### config.mk
export PLATFORM = sky130hd
export DESIGN_NAME = uart_param_core
export DESIGN_NICKNAME = d
export VERILOG_FILES = /design/src/rtl/uart_pkg.sv /design/src/rtl/uart_baud_gen.sv /design/src/rtl/uart_param_core.sv
export SDC_FILE = /design/constraint.sdc
export NUM_CORES = 1
export LEC_CHECK = 0
export ABC_AREA = 1
export CAP_MARGIN = 20
export CORE_ASPECT_RATIO = 1.5
export CORE_MARGIN = 4
export CORE_UTILIZATION = 35
export CTS_BUF_LIST = sky130_fd_sc_hd__clkbuf_8
export CTS_CLUSTER_DIAMETER = 30
export CTS_CLUSTER_SIZE = 10
export DETAILED_ROUTE_END_ITERATION = 10
export GPL_TIMING_DRIVEN = 1
export PLACE_DENSITY_LB_ADDON = 0.12
export SLEW_MARGIN = 15
export SYNTH_ARGS = -nofsm -noshare
export SYNTH_HDL_FRONTEND = slang
export SYNTH_SLANG_ARGS = --single-unit
### constraint.sdc
create_clock -name clk -period 2.2 [get_ports clk]
set_clock_uncertainty 0.1 [all_clocks]
set_input_delay 0.44 -clock clk [delete_from_list [all_inputs] [get_ports clk]]
set_output_delay 0.44 -clock clk [all_outputs]
set_load 0.005 [all_outputs]
### src/rtl/uart_pkg.sv
// rtl/uart_pkg.sv - shared types and helpers for the parameterised UART core
// Purpose: parity mode, TX/RX state encodings and the baud divider calculation.
// Ports: none (package).
package uart_pkg;

  typedef enum logic [1:0] {
    PAR_NONE = 2'd0,
    PAR_ODD  = 2'd1,
    PAR_EVEN = 2'd2
  } parity_e;

  typedef enum logic [2:0] {
    TX_IDLE,
    TX_START,
    TX_DATA,
    TX_PARITY,
    TX_STOP
  } tx_state_e;

  typedef enum logic [2:0] {
    RX_IDLE,
    RX_START,
    RX_DATA,
    RX_PARITY,
    RX_STOP,
    RX_WAIT_IDLE
  } rx_state_e;

  // Clocks per oversample tick, floored, never below one.
  function automatic int calc_div(input int clk_freq, input int baud, input int oversample);
    int d;
    d = clk_freq / (baud * oversample);
    return (d < 1) ? 1 : d;
  endfunction

endpackage

### src/rtl/uart_baud_gen.sv
// rtl/uart_baud_gen.sv - free-running oversample tick generator
// Purpose: one-cycle tick every DIV clocks, shared by the TX and RX state machines.
// Ports: clk (rising edge), reset (async, active high), tick (1-cycle pulse).
module uart_baud_gen #(
  parameter int DIV = 1
) (
  input  logic clk,
  input  logic reset,
  output logic tick
);

  localparam int            CW   = (DIV > 1) ? $clog2(DIV) : 1;
  localparam logic [CW-1:0] LAST = CW'(DIV - 1);

  logic [CW-1:0] cnt;

  always_ff @(posedge clk or posedge reset) begin
    if (reset)             cnt <= '0;
    else if (cnt == LAST)  cnt <= '0;
    else                   cnt <= cnt + 1'b1;
  end

  // With DIV=1 the counter sits at zero and tick is permanently high.
  assign tick = (cnt == LAST);

endmodule

### src/rtl/uart_param_core.sv
// rtl/uart_param_core.sv - full-duplex UART with configurable width, parity and stop bits
// Purpose: serialises tx_data onto tx_serial and deserialises rx_serial into rx_data,
//   reporting parity and framing errors; TX and RX share one baud tick.
// Ports: clk, reset (async, active high); tx_start/tx_data/tx_busy/tx_serial (transmit);
//   rx_serial (async input), rx_data/rx_done/rx_parity_err/rx_frame_err (receive).
module uart_param_core
  import uart_pkg::*;
#(
  parameter int CLK_FREQ   = 50_000_000,
  parameter int BAUD       = 115200,
  parameter int DATA_BITS  = 8,
  parameter int PARITY     = 0,
  parameter int STOP_BITS  = 1,
  parameter int OVERSAMPLE = 16
) (
  input  logic                 clk,
  input  logic                 reset,
  input  logic                 tx_start,
  input  logic [DATA_BITS-1:0] tx_data,
  output logic                 tx_busy,
  output logic                 tx_serial,
  input  logic                 rx_serial,
  output logic [DATA_BITS-1:0] rx_data,
  output logic                 rx_done,
  output logic                 rx_parity_err,
  output logic                 rx_frame_err
);

  localparam int            DIV     = calc_div(CLK_FREQ, BAUD, OVERSAMPLE);
  localparam bit            HAS_PAR = (PARITY != int'(PAR_NONE));
  localparam logic          ODD     = (PARITY == int'(PAR_ODD));
  localparam int            TW      = $clog2(OVERSAMPLE);
  localparam logic [TW-1:0] T_LAST  = TW'(OVERSAMPLE - 1);
  localparam logic [TW-1:0] T_HALF  = TW'(OVERSAMPLE / 2 - 1);
  localparam int            BW      = $clog2(DATA_BITS);
  localparam logic [BW-1:0] B_LAST  = BW'(DATA_BITS - 1);

  logic tick;

  uart_baud_gen #(.DIV(DIV)) u_baud (
    .clk   (clk),
    .reset (reset),
    .tick  (tick)
  );

  // ---------------- transmitter ----------------
  tx_state_e            tx_state, tx_state_n;
  logic [TW-1:0]        tx_tcnt, tx_tcnt_n;
  logic [BW-1:0]        tx_bit, tx_bit_n;
  logic [DATA_BITS-1:0] tx_sh, tx_sh_n;
  logic                 tx_par, tx_par_n;
  logic                 tx_stop2, tx_stop2_n;
  logic                 tx_ser_n;

  always_ff @(posedge clk or posedge reset) begin
    if (reset) begin
      tx_state  <= TX_IDLE;
      tx_tcnt   <= '0;
      tx_bit    <= '0;
      tx_sh     <= '0;
      tx_par    <= 1'b0;
      tx_stop2  <= 1'b0;
      tx_serial <= 1'b1;
    end else begin
      tx_state  <= tx_state_n;
      tx_tcnt   <= tx_tcnt_n;
      tx_bit    <= tx_bit_n;
      tx_sh     <= tx_sh_n;
      tx_par    <= tx_par_n;
      tx_stop2  <= tx_stop2_n;
      tx_serial <= tx_ser_n;
    end
  end

  always_comb begin
    tx_state_n = tx_state;
    tx_tcnt_n  = tx_tcnt;
    tx_bit_n   = tx_bit;
    tx_sh_n    = tx_sh;
    tx_par_n   = tx_par;
    tx_stop2_n = tx_stop2;
    if (tx_state == TX_IDLE) begin
      if (tx_start) begin
        tx_state_n = TX_START;
        tx_sh_n    = tx_data;
        tx_par_n   = (^tx_data) ^ ODD;
        tx_tcnt_n  = '0;
        tx_stop2_n = 1'b0;
      end
    end else if (tick) begin
      if (tx_tcnt != T_LAST) begin
        tx_tcnt_n = tx_tcnt + 1'b1;
      end else begin
        tx_tcnt_n = '0;
        case (tx_state)
          TX_START: begin
            tx_state_n = TX_DATA;
            tx_bit_n   = '0;
          end
          TX_DATA: begin
            // Shift so the next data bit is always in position 0.
            tx_sh_n = tx_sh >> 1;
            if (tx_bit == B_LAST) tx_state_n = HAS_PAR ? TX_PARITY : TX_STOP;
            else                  tx_bit_n   = tx_bit + 1'b1;
          end
          TX_PARITY: tx_state_n = TX_STOP;
          TX_STOP: begin
            if (STOP_BITS == 2 && !tx_stop2) tx_stop2_n = 1'b1;
            else                             tx_state_n = TX_IDLE;
          end
          default: tx_state_n = TX_IDLE;
        endcase
      end
    end
    // Line level registered from the next state so tx_serial is glitch-free.
    case (tx_state_n)
      TX_START:  tx_ser_n = 1'b0;
      TX_DATA:   tx_ser_n = tx_sh_n[0];
      TX_PARITY: tx_ser_n = tx_par_n;
      default:   tx_ser_n = 1'b1;
    endcase
  end

  assign tx_busy = (tx_state != TX_IDLE);

  // ---------------- receiver ----------------
  logic [1:0] rx_sync;
  logic       rx_prev;
  logic       rx_s;

  always_ff @(posedge clk or posedge reset) begin
    if (reset) begin
      rx_sync <= 2'b11;
      rx_prev <= 1'b1;
    end else begin
      rx_sync <= {rx_sync[0], rx_serial};
      rx_prev <= rx_sync[1];
    end
  end

  assign rx_s = rx_sync[1];

  rx_state_e            rx_state, rx_state_n;
  logic [TW-1:0]        rx_tcnt, rx_tcnt_n;
  logic [BW-1:0]        rx_bit, rx_bit_n;
  logic [DATA_BITS-1:0] rx_sh, rx_sh_n;
  logic                 rx_perr, rx_perr_n;
  logic [DATA_BITS-1:0] rx_data_n;
  logic                 rx_done_n, rx_parity_err_n, rx_frame_err_n;

  always_ff @(posedge clk or posedge reset) begin
    if (reset) begin
      rx_state      <= RX_IDLE;
      rx_tcnt       <= '0;
      rx_bit        <= '0;
      rx_sh         <= '0;
      rx_perr       <= 1'b0;
      rx_data       <= '0;
      rx_done       <= 1'b0;
      rx_parity_err <= 1'b0;
      rx_frame_err  <= 1'b0;
    end else begin
      rx_state      <= rx_state_n;
      rx_tcnt       <= rx_tcnt_n;
      rx_bit        <= rx_bit_n;
      rx_sh         <= rx_sh_n;
      rx_perr       <= rx_perr_n;
      rx_data       <= rx_data_n;
      rx_done       <= rx_done_n;
      rx_parity_err <= rx_parity_err_n;
      rx_frame_err  <= rx_frame_err_n;
    end
  end

  always_comb begin
    rx_state_n      = rx_state;
    rx_tcnt_n       = rx_tcnt;
    rx_bit_n        = rx_bit;
    rx_sh_n         = rx_sh;
    rx_perr_n       = rx_perr;
    rx_data_n       = rx_data;
    rx_done_n       = 1'b0;
    rx_parity_err_n = rx_parity_err;
    rx_frame_err_n  = rx_frame_err;
    case (rx_state)
      RX_IDLE: begin
        if (rx_prev && !rx_s) begin
          rx_state_n = RX_START;
          rx_tcnt_n  = '0;
        end
      end
      RX_START: begin
        if (tick) begin
          if (rx_tcnt == T_HALF) begin
            // Mid start bit: a high line means the falling edge was a glitch.
            rx_tcnt_n  = '0;
            rx_bit_n   = '0;
            rx_perr_n  = 1'b0;
            rx_state_n = rx_s ? RX_IDLE : RX_DATA;
          end else begin
            rx_tcnt_n = rx_tcnt + 1'b1;
          end
        end
      end
      RX_WAIT_IDLE: begin
        if (rx_s) rx_state_n = RX_IDLE;
      end
      default: begin
        if (tick) begin
          if (rx_tcnt != T_LAST) begin
            rx_tcnt_n = rx_tcnt + 1'b1;
          end else begin
            rx_tcnt_n = '0;
            case (rx_state)
              RX_DATA: begin
                rx_sh_n = {rx_s, rx_sh[DATA_BITS-1:1]};
                if (rx_bit == B_LAST) rx_state_n = HAS_PAR ? RX_PARITY : RX_STOP;
                else                  rx_bit_n   = rx_bit + 1'b1;
              end
              RX_PARITY: begin
                rx_perr_n  = rx_s ^ (^rx_sh) ^ ODD;
                rx_state_n = RX_STOP;
              end
              default: begin
                rx_done_n       = 1'b1;
                rx_data_n       = rx_sh;
                rx_parity_err_n = rx_perr;
                rx_frame_err_n  = !rx_s;
                // A low stop bit (e.g. break) must not be re-read as new frames.
                rx_state_n      = rx_s ? RX_IDLE : RX_WAIT_IDLE;
              end
            endcase
          end
        end
      end
    endcase
  end

endmodule

==> results of run 1 <==
==> layout by cell type, fill, tap and decap left out, types with 4 or more instances in the layout <==
master / instances
nand2_1: 119
dfrtp_1: 54
inv_1: 43
nand3_1: 27
clkdlybuf4s50_1: 24
nor2_1: 16
o21ai_0: 12
o21ai_2: 11
clkbuf_8: 11
nand2_2: 9
o21ai_1: 8
ha_1: 8
inv_2: 7
xnor2_1: 6
o221ai_1: 6
xor2_1: 6
a21oi_1: 5
nor2_2: 5
dfstp_2: 4
==> routing by layer <==
layer | vias to the layer above | part of all wire (%)
li1 | 1272 | -
met1 | 1159 | 39
met2 | 32 | 55
met3 | 11 | 3.5
met4 | 0 | 2.1
met5 | - | 0
==> sequential cells by signal, indices dropped and copies added, names as in the netlist <==
signal / flops
rx_bit: 3
rx_data: 8
rx_done: 1
rx_frame_err: 1
rx_parity_err: 1
rx_perr: 1
rx_prev: 1
rx_sh: 8
rx_state: 3
rx_sync: 2
rx_tcnt: 4
tx_bit: 3
tx_par: 1
tx_serial: 1
tx_sh: 8
tx_state: 3
tx_tcnt: 4
u_baud.cnt: 5
==> critical path, delay by kind of cell, from the launching register on <==
kind,cells,cell delay [ns]
simple gates,2,0.29
buf+inv,1,0.48
flops,1,0.41
==> worst paths after layout <==
path,to,slack [ns]
worst max register to register,tx_sh[5]$_DFFE_PP0P_,0.38
min in group asynchronous,rx_bit[1]$_DFFE_PP0P_,0.37
worst min register to register,rx_sync[1]$_DFF_PP1_,0.27
max in group asynchronous,rx_prev$_DFF_PP1_,1.32
worst max-delay path,tx_busy,0.15
worst min-delay path,rx_sync[1]$_DFF_PP1_,0.27
==> cells by family after synthesis <==
| logic type | after synthesis |
|---|---|
| flip-flops | 58 |
| buffers and inverters | 53 |
| XOR/XNOR | 12 |
| AO/OA/AOI/OAI | 49 |
| AND/OR/NAND/NOR | 195 |
| adder cells (fa/ha/maj) | 8 |
==> where the power goes <==
part	internal [mW]	switching, mW	leakage (nW)
sequential	1.12	0.0678	0.733
clock	0.578	0.429	0.103
combinational	0.180	0.351	0.993
total	1.88	0.848	1.83
==> stage by stage <==
| step | utilization, % | worst slack, ns |
|---|---|---|
| 2_1_floorplan | - | 0.239 |
| 3_3_place_gp | 39.8 | 0.357 |
| 3_5_place_dp | 39.8 | 0.345 |
| 4_1_cts | 42.2 | 0.128 |
| 5_1_grt | 42.2 | 0.0494 |
| 6_report | 42.2 | 0.147 |
==> layout make-up <==
cell class / count / area (um2) / share of cell area [%]
Sequential cell: 58 / 1460 / 39.4
Multi-Input combinational cell: 264 / 1450 / 39.2
Timing Repair Buffer: 26 / 268 / 7.23
Inverter: 49 / 184 / 4.97
Clock buffer: 11 / 151 / 4.09
Tap cell: 110 / 138 / 3.72
Clock inverter: 5 / 53.8 / 1.45
==> metrics, run 1 <==
top_reg_cell synth dfrtp_1; XOR/XNOR Fraction of Synth Area under 10%; Max rail drop VDD roughly 0.26 mV; Synth Area in Simple Gates 29.2%; Final ANT Viol Nets 0; Synth Instances between 300 and 400; Post-CTS Resized 0; worst hold stages 0; setup tns final 0 ns; reg2reg path depth 7; first-pass GRT wire length about 11000 um; Clock Latency Late Sink between 0.3 and 0.4 ns; Synthesized Nets 395; Final period util ~93%; Crit. End Element primary output; Slew HR between 70% and 80%; top cells by count, synth 119 x nand2_1, 54 x dfrtp_1, 43 x inv_1; final count of hold timing violations 0; worst-path fanout max 4; number of global-route vias before repair about 2400; drt total wl slightly above 6000 um; Period minus WS final approximately 2 ns; detailed placement HPWL around 4600 um; non-filler instance count after layout about 520; mux contribution to synthesized area 0%; layout cells sized above 1 between 15 and 20%; total track usage between 10% and 20%; final setup fails 0; Worst setup startpoint tx_state[0]$_DFF_PP0_; Critical Path RT ~1.7 ns; 1st-iter DRT viols roughly 110; status finished, final reports clean; Hold-fix buffers, CTS 0; postcts setup bufs 0; Remaining DRCs 0; Yosys reg bits between 50 and 60; TritonCTS clock tree built; crit-path cells nor2_1, nand2_2, clkdlybuf4s50_1; number of max-cap violations 0; fillers ~860; CTS Buf Count 9; share of the synthesized area in the top cell type 43.2%; YS warnings 0; Seq/Total Area, Yosys 46.5%; worst stage delay on the critical path 0.48 ns; cell area after placement about 3500 um2; Worst Tran Pin Value 0.395 ns; Final Power about 2.7 mW; ANT cells 0; Reg clk slew, reported paths about 0.070 ns; total die area between 10000 and 15000 um2; CTS root buffer clkbuf_8; clock buffer depth 2; CP max stage cell clkdlybuf4s50_1; Fmax 487 MHz; Final #Nets 428; Mean Syn Cell Area around 8.3 um2; fin area 3700 um2; area added between synthesis and finish 18.3%; hold path start rx_sync[0]$_DFF_PP1_; pin count of the biggest net entering global routing approximately 60; global route hottest layer met2; buffers added on ports 24; met1 usage 13.0%; grt met3 use between 2 and 3%; Vias roughly 2500; RSZ-0062 raised after global routing no; max-slew violations 0; worst hold path type flip-flop to flip-flop; most numerous cell in the Yosys netlist nand2_1; Worst Setup Start Kind flip-flop; Critical Setup Path Class flip-flop to primary output; LEAKAGE around 1.8 nW; area leader, netlist dfrtp_1; Synth Cell Area between 3000 and 4000 um2; Initial Utilization approximately 36%; WL per Instance around 12 um; ys async rst share between 90% and 100%; PwrDens ~740 nW/um2; Critical Path AT 1.51 ns; RR Startpoint u_baud.cnt[0]$_DFF_PP0_; post-placement cell count between 500 and 600; met2 usage between 20% and 30%; Die Y-Extent 124 um; Rows 42; die outline width roughly 85 um; CTS sink cnt 58; final RePlAce weighted congestion between 0.8 and 0.9; adder-cell share of the synthesized area 3.20%; post-synth cell types 32; largest family of logic cells by synthesized area simple AND/OR/NAND/NOR gates; GRT overflow 0; worst hold margin roughly 0.27 ns; core footprint between 8000 and 9000 um2; Top-Level Pins 25; Compound-Gate Fraction of Synth Area between 10% and 20%; Synth area leaders dfrtp_1 43%, nand2_1 14%, inv_1 5.2%; antenna violations before repair 0; CTS H-tree lvls 3; Initial DRT Pass Iterations 4; Post-synth EDFFs 0; via-per-instance ratio around 4.7
No activity file was read; power rests on OpenSTA's default activity.
==> inputs of run 2 (changes only) <==
--- a/config.mk
+++ b/config.mk
@@ -9,13 +9,13 @@
 export CAP_MARGIN = 20
 export CORE_ASPECT_RATIO = 1.5
 export CORE_MARGIN = 4
-export CORE_UTILIZATION = 35
+export CORE_UTILIZATION = 60
 export CTS_BUF_LIST = sky130_fd_sc_hd__clkbuf_8
 export CTS_CLUSTER_DIAMETER = 30
 export CTS_CLUSTER_SIZE = 10
 export DETAILED_ROUTE_END_ITERATION = 10
 export GPL_TIMING_DRIVEN = 1
-export PLACE_DENSITY_LB_ADDON = 0.12
+export PLACE_DENSITY = 0.93
 export SLEW_MARGIN = 15
 export SYNTH_ARGS = -nofsm -noshare
 export SYNTH_HDL_FRONTEND = slang
==> run 2 against run 1 <==
Compared with the run above:
- critical path depth unchanged
- first-iteration DRC count is 17% higher
- non-clock buffer count fell by 1
- register-to-register slack got worse by 0.05 ns
- via count rose by 3.1%
- fmax up 0.68%
- wire length is 0.52% higher
- critical endpoint unchanged
==> metrics, run 2 (synthesized netlist as in run 1, its figures left out) <==
PwrDens 787 nW/um2 (+6.7%); total die area 6460 um2 (-39%); worst-path fanout max 4 (unchanged); total track usage 22.4% (+9.4 points); Critical Setup Path Class flip-flop to primary output; Critical Path AT 1.50 ns (about the same); dpl ws 0.315 ns (-0.0300 ns); Rows 31 (-26%); Worst Setup Start Kind flip-flop; clock buffer depth 2 (unchanged); R2R setup slack 0.33 ns (-0.05 ns); final RePlAce weighted congestion 0.854 (+6.0%); Post-CTS Resized 0 (unchanged); Final ANT Viol Nets 0 (unchanged); final setup fails 0 (unchanged); clock share of power 39.9% (+3.0 points); CTS Buf Count 9 (unchanged); met1 WL 2360 um (-1.8%); most frequent cells in the layout 119 x nand2_1, 54 x dfrtp_1, 42 x inv_1; number of global-route vias before repair 2566 (+7.1%); 1st-iter DRT viols 130 (+17%); Crit. End Element primary output; TritonCTS clock tree built; worst stage delay on the critical path 0.46 ns (-0.02 ns); final count of hold timing violations 0 (unchanged); buffers added on ports 24 (unchanged); RR Startpoint u_baud.cnt[0]$_DFF_PP0_; GRT overflow 0 (unchanged); Hold-fix buffers, CTS 0 (unchanged); Reg clk slew, reported paths 0.06 ns (about the same); WL per Instance 13.0 um (+10%); fin area 3670 um2 (-0.81%); metal3 WL 227 um (+4.1%); post-placement cell count 462 (-8.9%); cell area after placement 3430 um2 (-1.8%); Highest Signal Layer met4; LEAKAGE 1.84 nW (+0.57%); setup tns final 0 ns (unchanged); worst hold path type flip-flop to flip-flop; crit-path cells nor2_1, nand2_2, clkdlybuf4s50_1; Top-Level Pins 25 (unchanged); met2 routed WL 3420 um (-0.18%); Clock Latency Late Sink 0.35 ns (about the same); detailed placement HPWL 4440 um (-3.2%); via-per-instance ratio 5.33 (+13%); Max rail drop VDD 0.609 mV (+140%); CP bufs+invs 1 (unchanged); Worst Tran Pin Value 0.403 ns (+0.00784 ns); Fmax 490 MHz (+0.68%); postcts setup bufs 0 (unchanged); Initial DRT Pass Iterations 4 (unchanged); pin count of the biggest net entering global routing 59 (unchanged); Flop pwr share 41.4% (-2.3 points); CP max stage cell clkdlybuf4s50_1; number of max-cap violations 0 (unchanged); PnR worst setup slack 0.161 ns (+0.0139 ns); Logic pwr share 18.7% (-0.7 points); first-pass GRT wire length 10900 um (+0.45%); net switching power 0.856 mW (+0.91%); CTS root buffer clkbuf_8; Die Y-Extent 96.5 um (-22%); RSZ-0062 raised after global routing no; Final #Nets 427 (-0.23%); CTS sink cnt 58 (unchanged); Worst setup startpoint tx_state[0]$_DFF_PP0_; Period minus WS final 2.04 ns (-0.0139 ns); antenna violations before repair 0 (unchanged); commonest non-fill, non-tap cell in the layout nand2_1; Slew HR 72.9% (-0.53 points); status finished, final reports clean; hold path start rx_sync[0]$_DFF_PP1_; die outline width 67.0 um (-21%); Sw Share 29.6% (-1.4 points); delay-heaviest family, CP buffers and inverters; Initial Utilization 63.5% (+28 points); non-filler instance count after layout 478 (-8.6%); max-slew violations 0 (unchanged); layout cells sized above 1 16.5% (+0.040 points); area added between synthesis and finish 17.3%; Critical Path RT 1.66 ns (about the same); Final period util 92.7% (-0.63 points); ANT cells 0 (unchanged); Largest regs rx_data x8, rx_sh x8, tx_sh x8; drt total wl 6210 um (+0.52%); Vias 2550 (+3.1%); Remaining DRCs 0 (unchanged); Power Internal 2.03 mW (+8.0%); core footprint 4930 um2 (-44%); CTS H-tree lvls 3 (unchanged)
[run 2: cell types whose count changed in the layout (fill, tap and decap cells not counted), sizes merged]
cell      delta
inv          -1
clkbuf       +1
clkinvlp     -1
bufinv       +1
buf          -1
[run 2: power groups by stage]
stage / registers, mW / clock network, mW / logic, mW
2_1_floorplan: 1.20 / 0 / 0.416
3_3_place_gp: 1.21 / 0 / 0.508
3_5_place_dp: 1.21 / 0 / 0.522
4_1_cts: 1.19 / 1.17 / 0.541
5_1_grt: 1.20 / 1.22 / 0.617
6_report: 1.19 / 1.15 / 0.540
[run 2: worst paths after layout]
path	to	depth (start not counted)
setup / recovery	tx_busy	3
min in group asynchronous	tx_sh[7]$_DFFE_PP0P_	3
hold / removal	rx_sync[1]$_DFF_PP1_	0
setup reg to reg	rx_sh[3]$_DFFE_PP0P_	6
hold reg to reg	rx_sync[1]$_DFF_PP1_	0
max in group asynchronous	tx_serial$_DFF_PP1_	3
[run 2: final cells by class]
type	instances	area [um2]
flip-flops and latches	58	1460
multi-input cells	264	1450
fillers	368	1250
repair buffers	25	260
inverters	49	184
clock buffers	12	165
well taps	66	82.6
clock inverters	4	72.6
[run 2: metal layers]
metal  vias to the layer above  GRT usage, %
met5                         -             0
met4                         0          10.5
met3                        22          5.90
met2                        56          41.8
met1                      1203          22.6
li1                       1269             -
[run 2: through the flow]
step           hold WS [ns]  power (mW)  util (%)
2_1_floorplan         0.245        1.61         -
3_3_place_gp          0.249        1.72      69.7
3_5_place_dp          0.252        1.73      69.7
4_1_cts               0.262        2.90      74.5
5_1_grt               0.265        3.04      74.5
6_report              0.262        2.89      74.5
==> inputs of run 3 (changes only) <==
--- a/config.mk
+++ b/config.mk
@@ -15,7 +15,7 @@
 export CTS_CLUSTER_SIZE = 10
 export DETAILED_ROUTE_END_ITERATION = 10
 export GPL_TIMING_DRIVEN = 1
-export PLACE_DENSITY = 0.93
+export PLACE_DENSITY = 0.82
 export SLEW_MARGIN = 15
 export SYNTH_ARGS = -nofsm -noshare
 export SYNTH_HDL_FRONTEND = slang
==> run 3 against run 2 <==
Compared with the run above:
- global-route usage fell by 1.7 points
- utilization decreased by 1.5 points
- sequential power about the same
- final area decreased by 2.0%
- fmax rose by 1.1%
- total power is 12% lower
- count of clock-buffer cells in the layout shrank 2
- worst hold slack got worse by 0.0070 ns
- sequential share of layout area increased by 0.81 points
- final cell count did not move
- non-clock buffer count unchanged
==> metrics, run 3 (synthesized netlist as in run 1, its figures left out) <==
Vias 2475 (-2.9%); total die area 6460 um2 (unchanged); CTS H-tree lvls 3 (unchanged); clock buffer depth 2 (unchanged); worst-path fanout max 4 (unchanged); Critical Path RT 1.66 ns (about the same); Die Y-Extent 96.5 um (unchanged); PnR worst setup slack 0.184 ns (+0.0230 ns); Final #Nets 427 (unchanged); number of global-route vias before repair 2502 (-2.5%); Initial Utilization 63.5% (unchanged); Worst Setup Start Kind flip-flop; detailed placement HPWL 4260 um (-4.0%); Fmax 496 MHz (+1.1%); RR Startpoint u_baud.cnt[0]$_DFF_PP0_; global route hottest layer met2; dpl ws 0.355 ns (+0.0396 ns); antenna violations before repair 0 (unchanged); first-pass GRT wire length 10100 um (-6.8%); Largest regs rx_data x8, rx_sh x8, tx_sh x8; CTS root buffer clkbuf_8; Rows 31 (unchanged); number of max-cap violations 0 (unchanged); area added between synthesis and finish 15.0%; Final ANT Viol Nets 0 (unchanged); total track usage 20.7% (-1.7 points); Worst Tran Pin Value 0.385 ns (-0.0179 ns); pin count of the biggest net entering global routing 59 (unchanged); Clock Latency Late Sink 0.33 ns (-0.02 ns); buffers added on ports 24 (unchanged); via-per-instance ratio 5.18 (-2.9%); LEAKAGE 1.82 nW (-1.0%); RSZ-0062 raised after global routing no; final count of hold timing violations 0 (unchanged); CTS sink cnt 58 (unchanged); final setup fails 0 (unchanged); WL per Instance 12.0 um (-7.7%); final RePlAce weighted congestion 0.858 (+0.49%); drt total wl 5730 um (-7.7%); Finished Core Util 73.0% (-1.5 points); reg2reg path depth 7 (+1); layout cells sized above 1 15.8% (-0.73 points); status finished, final reports clean; hold path start rx_sync[0]$_DFF_PP1_; setup tns final 0 ns (unchanged); Max rail drop VDD 0.425 mV (-30%); worst hold path type flip-flop to flip-flop; Critical Path AT 1.48 ns (-0.02 ns); GRT overflow 0 (unchanged); TritonCTS clock tree built; r2r endpoint rx_sh[0]$_DFFE_PP0P_; CTS Buf Count 9 (unchanged); PwrDens 706 nW/um2 (-10%); grt met3 use 4.17% (-1.7 points); postcts setup bufs 0 (unchanged); Post-CTS Resized 0 (unchanged); Slew HR 74.1% (+1.2 points); core footprint 4930 um2 (unchanged); Worst setup startpoint tx_state[0]$_DFF_PP0_; Period minus WS final 2.02 ns (-0.0230 ns); Reg clk slew, reported paths 0.06 ns (about the same); R2R setup slack 0.35 ns (+0.02 ns); max-slew violations 0 (unchanged); Top-Level Pins 25 (unchanged); 1st-iter DRT viols 133 (+2.3%); crit path to tx_busy; most frequent cells in the layout 119 x nand2_1, 54 x dfrtp_1, 45 x inv_1; Hold-fix buffers, CTS 0 (unchanged); commonest non-fill, non-tap cell in the layout nand2_1; met1 usage 21.2% (-1.4 points); ANT cells 0 (unchanged); Final period util 91.6% (-1.0 points); Remaining DRCs 0 (unchanged); Crit. End Element primary output; die outline width 67.0 um (unchanged); Initial DRT Pass Iterations 4 (unchanged); met2 usage 39.1% (-2.7 points); Critical Setup Path Class flip-flop to primary output
## run 3: cell types whose count changed in the layout (fill, tap and decap cells not counted), sizes merged
cell,delta
bufinv,-2
clkinvlp,-1
clkbuf,-2
inv,+3
clkinv,+2
## run 3: final cells by class
cell class	instances	area (um2)
Tap cell	66	82.6
Multi-Input combinational cell	264	1450
Inverter	49	184
Sequential cell	58	1460
Timing Repair Buffer	25	260
Fill cell	394	1330
Clock inverter	6	26.3
Clock buffer	10	138
## run 3: worst min path at each step
stage	end	cells after the start
3_5_place_dp	rx_sync[1]$_DFF_PP1_	0
4_1_cts	rx_sync[1]$_DFF_PP1_	0
5_1_grt	rx_sync[1]$_DFF_PP1_	0
2_1_floorplan	rx_sync[1]$_DFF_PP1_	0
6_report	rx_sync[1]$_DFF_PP1_	0
3_3_place_gp	rx_sync[1]$_DFF_PP1_	0
## run 3: power by group
part,leakage (nW),switching (mW),internal (mW)
sequential,0.733,0.0747,1.12
clock,0.0996,0.389,0.420
combinational,0.987,0.350,0.181
total,1.82,0.814,1.73
## run 3: worst max-delay path, cell delays in order (launching register included)
cell	delay, ns
dfrtp_1	0.41
nor2_1	0.18
nand2_2	0.11
clkdlybuf4s50_1	0.46
## run 3: routing by layer
layer,up-vias,wire [um]
li1,1267,-
met1,1159,2240
met2,40,3200
met3,9,166
met4,0,117
met5,-,0
## run 3: through the flow
stage / hold WS, ns / std cells / total power, mW / instance area (um2)
global placement: 0.247 / 462 / 1.72 / 3430
floorplan: 0.245 / 375 / 1.61 / 3130
CTS: 0.256 / 478 / 2.55 / 3600
global route: 0.263 / 478 / 2.67 / 3600
finish: 0.255 / 478 / 2.54 / 3600
detailed placement: 0.247 / 462 / 1.74 / 3430
